[config.mk]
export PLATFORM = sky130hd
export DESIGN_NAME = inst_loader
export DESIGN_NICKNAME = d
export VERILOG_FILES = /design/src/rtl/inst_loader.sv
export SDC_FILE = /design/constraint.sdc
export NUM_CORES = 1
export LEC_CHECK = 0
export CORE_AREA = 2 2 108 110
export CTS_BUF_LIST = sky130_fd_sc_hd__clkbuf_4 sky130_fd_sc_hd__clkbuf_8
export DETAILED_ROUTE_END_ITERATION = 6
export DIE_AREA = 0 0 110 112
export PLACE_DENSITY = 0.8
export SLEW_MARGIN = 20
export SYNTH_ARGS = -nofsm -noshare
export SYNTH_HDL_FRONTEND = slang
export SYNTH_SLANG_ARGS = --single-unit
[constraint.sdc]
create_clock -name clk -period 2.83 [get_ports clk]
set_clock_uncertainty 0.05 [all_clocks]
set_input_delay 0.7075 -clock clk [delete_from_list [all_inputs] [get_ports clk]]
set_output_delay 0.7075 -clock clk [all_outputs]
set_load 0.05 [all_outputs]
[src/rtl/inst_loader.sv]
// inst_loader: boot-time instruction-memory writer.
// Assembles little-endian words from a UART byte stream (length, data, XOR
// checksum), writes them to instruction RAM and holds the core in reset
// until a verified image has been received.
module inst_loader #(
  parameter int unsigned DEPTH_WORDS = 32768,
  parameter logic [31:0] BASE_ADDR   = 32'h0000_0000
) (
  input  logic        clk,
  input  logic        rst,
  input  logic        byte_valid,
  input  logic [7:0]  byte_data,
  output logic        byte_ready,
  output logic        we,
  output logic [31:0] waddr,
  output logic [31:0] wdata,
  output logic        busy,
  output logic        done,
  output logic        error
);

  localparam int unsigned IDX_W = $clog2(DEPTH_WORDS + 1);

  typedef enum logic [2:0] {
    S_LEN  = 3'd0,
    S_DATA = 3'd1,
    S_CSUM = 3'd2,
    S_DONE = 3'd3,
    S_ERR  = 3'd4
  } state_t;

  state_t           state;
  state_t           state_nxt;
  logic [1:0]       cnt;
  logic [23:0]      sh;
  logic [31:0]      acc;
  logic [IDX_W-1:0] idx;
  logic [IDX_W-1:0] n;

  logic             xfer_c;
  logic             last_c;
  logic [31:0]      word_c;
  logic [IDX_W-1:0] idx_inc_c;

  // Handshake and word assembly: the incoming byte becomes the top lane.
  assign xfer_c    = byte_valid && byte_ready;
  assign last_c    = xfer_c && (cnt == 2'd3);
  assign word_c    = {byte_data, sh};
  assign idx_inc_c = idx + 1'b1;

  // State register.
  always_ff @(posedge clk) begin
    if (rst) state <= S_LEN;
    else     state <= state_nxt;
  end

  // Next-state decode; every field completes on its 4th byte.
  always_comb begin
    state_nxt = state;
    case (state)
      S_LEN: begin
        if (last_c) begin
          if (word_c > 32'(DEPTH_WORDS)) state_nxt = S_ERR;
          else if (word_c == 32'd0)      state_nxt = S_CSUM;
          else                           state_nxt = S_DATA;
        end
      end
      S_DATA: begin
        if (last_c && (idx_inc_c == n)) state_nxt = S_CSUM;
      end
      S_CSUM: begin
        if (last_c) state_nxt = (word_c == acc) ? S_DONE : S_ERR;
      end
      default: state_nxt = state;
    endcase
  end

  // Status outputs decoded from the state register.
  always_comb begin
    byte_ready = 1'b0;
    busy       = 1'b1;
    done       = 1'b0;
    error      = 1'b0;
    case (state)
      S_LEN, S_DATA, S_CSUM: byte_ready = 1'b1;
      S_DONE: begin
        busy = 1'b0;
        done = 1'b1;
      end
      S_ERR:   error = 1'b1;
      default: byte_ready = 1'b0;
    endcase
  end

  // Datapath: byte lane counter, assembly, word count, write port and XOR.
  always_ff @(posedge clk) begin
    if (rst) begin
      cnt   <= 2'd0;
      sh    <= 24'd0;
      acc   <= 32'd0;
      idx   <= '0;
      n     <= '0;
      we    <= 1'b0;
      waddr <= 32'd0;
      wdata <= 32'd0;
    end else begin
      we <= 1'b0;
      if (xfer_c) begin
        cnt <= cnt + 2'd1;
        sh  <= word_c[31:8];
      end
      if (last_c) begin
        case (state)
          S_LEN:  n <= IDX_W'(word_c);
          S_DATA: begin
            we    <= 1'b1;
            waddr <= BASE_ADDR + (32'(idx) << 2);
            wdata <= word_c;
            acc   <= acc ^ word_c;
            idx   <= idx_inc_c;
          end
          default: ;
        endcase
      end
    end
  end

endmodule

==> impl_metrics.py <==
metrics = {
    "cells_and_area": {
        "n_antenna_cell": 0,
        "final_cell_mix": "163 x nand2_1, 142 x dfxtp_1, 81 x nor2_1, 80 x a21oi_1, 76 x xor2_1",
        "area_growth_pct": 18.4,
        "drive_gt1_frac": 0.0647,
        "layout_commonest_cell": "nand2_1",
        "fin_nets": 805,
        "final_util": 0.656,
    },
    "sta": {
        "drv_slew": 0,
        "worst_pin_slew_ps": 504,
        "setup_viol": 0,
        "relSlewSlack": 0.663,
        "finalCriticalPeriod_ps": 2730,
        "finalHoldViolations": 0,
        "rsz0062_at_grt": "false",
        "period_share": 0.965,
        "fmax_mhz": 366,
        "setup_tns_ps": 0,
    },
    "floorplan": {
        "floorplan.initialDensity": 0.554,
        "die_x_microns": 110,
        "ios": 80,
        "rows": 39,
        "core-area_sq_um": 11200,
        "die_y_microns": 112,
        "die-area_sq_um": 12300,
    },
    "yosys": {
        "syn_area_sq_um": 6190,
        "seq_area_frac_synth": 0.459,
        "synth.distinct_cells": 49,
        "ys_seq_elements": 142,
        "synth_top_family_by_area": "simple AND/OR/NAND/NOR gates",
        "synth_warnings": 0,
        "yosys.area_share.simple": 0.232,
        "synth.avg_cell_area_sq_um": 8.33,
        "postSynth.asyncResetShare": 0,
        "ys.flop_type": "dfxtp_1",
        "synth_adder_area_share": 0.00404,
        "synth_edf_count": 0,
        "syn_inst": 743,
        "synth-xor-area-share": 0.140,
        "synth_mux_area_frac": 0.0275,
        "synth_compound_area_frac": 0.0841,
    },
    "clock_tree": {
        "cts_buffer_depth": 2,
        "cts_sinks": 142,
        "cts_inserted_buffers": 17,
        "post_cts_buffers": 0,
        "cts_hold_buf": 0,
        "clkTransAtPathRegs_ps": 80,
        "post_cts_resized": 0,
        "worstSkewPairLatency_ps": 440,
        "h-tree-depth": 4,
        "cts_tree": "done",
        "cts-root-buf": "clkbuf_8",
    },
    "worst_setup_path": {
        "end_kind": "output port",
        "startpoint_type": "register",
        "cpPeakStageDelay_ps": 790,
        "crit_type": "reg -> out",
        "cpLargestDelayFamily": "buffers and inverters",
        "path_max_fanout": 8,
        "crit_chain": "nand3b_1 -> inv_1 -> clkdlybuf4s50_1",
        "worstPathRequired_ps": 2070,
        "arrival_ps": 1970,
        "crit_buf_inv": 2,
        "slowest_stage": "clkdlybuf4s50_1",
    },
    "power": {
        "total_power_w": 0.00407,
        "powerDensity_nw_per_um2": 555,
        "p_leak_nw": 2.76,
        "peakVddDrop_v": 0.000414,
    },
    "drt": {
        "drtPass1Iterations": 5,
        "vias_per_cell": 5.44,
        "dr.first_iter.drc_count": 377,
        "wl_per_cell_microns": 15.0,
        "wl_microns": 14200,
        "drc": 0,
        "vias": 5151,
        "ant_nets": 0,
    },
    "run": {
        "cap_violations": 0,
    },
    "grt": {
        "grt_overflow": 0,
        "grt_pass1_wl_microns": 23500,
        "track_usage": 0.241,
        "grt_pass1_vias": 5042,
        "grt_max_degree": 52,
        "antenna_found_initial": 0,
    },
    "run_status": {
        "outcome": "complete, no violations",
    },
    "placed_design": {
        "gp_congestion": 0.883,
        "dp_hpwl_microns": 10200,
        "io_buffers": 63,
    },
    "hold_path": {
        "hold_path.class": "reg -> reg",
    },
}
==> cells by family after synthesis <==
kind of cell | count (synthesis)
AOI/OAI and AO/OA | 96
xor gates and xnor gates | 98
adders and majority gates | 2
buffers and inverters | 62
DFF | 142
muxes | 17
other | 1
and+or+nand+nor | 325
==> registers in the layout, indices dropped and copies added (netlist names) <==
register	cells
idx	16
acc	32
we	1
state	3
waddr	16
cnt	2
n	16
sh	24
wdata	32
==> worst register-to-register path, cell delays in order (launching register included) <==
cell and delay (ps):
dfxtp_1 530, nand3_2 210, or3_1 510, or3_1 350, a32oi_1 210, nand4_1 170
and3b_1 220
==> stage by stage <==
step | setup WS, ps | hold slack, ps | instance area [sq um] | instances
CTS | 44.6 | 406 | 7330 | 947
global placement | 89.5 | 392 | 6870 | 916
detailed placement | 6.82 | 396 | 6870 | 916
finish | 100 | 404 | 7330 | 947
floorplan | 410 | 390 | 6250 | 758
global route | 20.5 | 431 | 7330 | 947
==> Yosys cell counts, types with 2 or more instances <==
library cell	number	area, sq um
inv_1	2	7.51
clkbuf_1	28	105
nor4_1	17	106
nand3b_1	3	22.5
and3_1	3	18.8
dfxtp_1	142	2840
nor3b_1	3	22.5
or3_1	6	37.5
nor2_1	82	308
nand4_1	15	93.8
nand3_1	5	25.0
nand2_1	163	612
nor2b_1	3	18.8
ha_1	2	25.0
and2_1	3	18.8
mux2i_1	17	170
buf_4	19	143
nor3_1	11	55.1
a21oi_1	80	400
nor4b_1	2	17.5
o21ai_0	4	20.0
buf_2	11	55.1
xor2_1	76	666
xnor2_1	21	184
==> power breakdown <==
part / leakage [nW] / total (W) / internal (W) / switching (W)
Clock: 0.229 / 0.00183 / 0.00108 / 0.000740
Combinational: 1.38 / 0.000202 / 0.0000564 / 0.000146
Sequential: 1.15 / 0.00204 / 0.00201 / 0.0000254
==> area by class of cell <==
type	count	area, sq um
Fill cell	926	3840
Multi-Input combinational cell	554	3090
Sequential cell	142	2840
Timing Repair Buffer	75	758
Clock buffer	20	263
Clock inverter	11	190
Tap cell	143	179
Inverter	2	7.51
==> layer usage <==
metal,global-route usage,vias up,routed length (microns)
met5,0,-,0
met4,0.116,0,453
met3,0.0562,40,768
met2,0.398,173,7100
met1,0.291,2417,5930
li1,-,2521,-
==> path summary, 6_finish.rpt <==
kind / from / to / slack [ps] / depth (start not counted)
worst max-delay path: state[1] / done / 100 / 3
worst min-delay path: wdata[29] / wdata[29] / 400 / 2
worst max register to register: idx[3] / state[0] / 480 / 6
worst min register to register: wdata[29] / wdata[29] / 400 / 2
(Power assumes the default switching activity.)
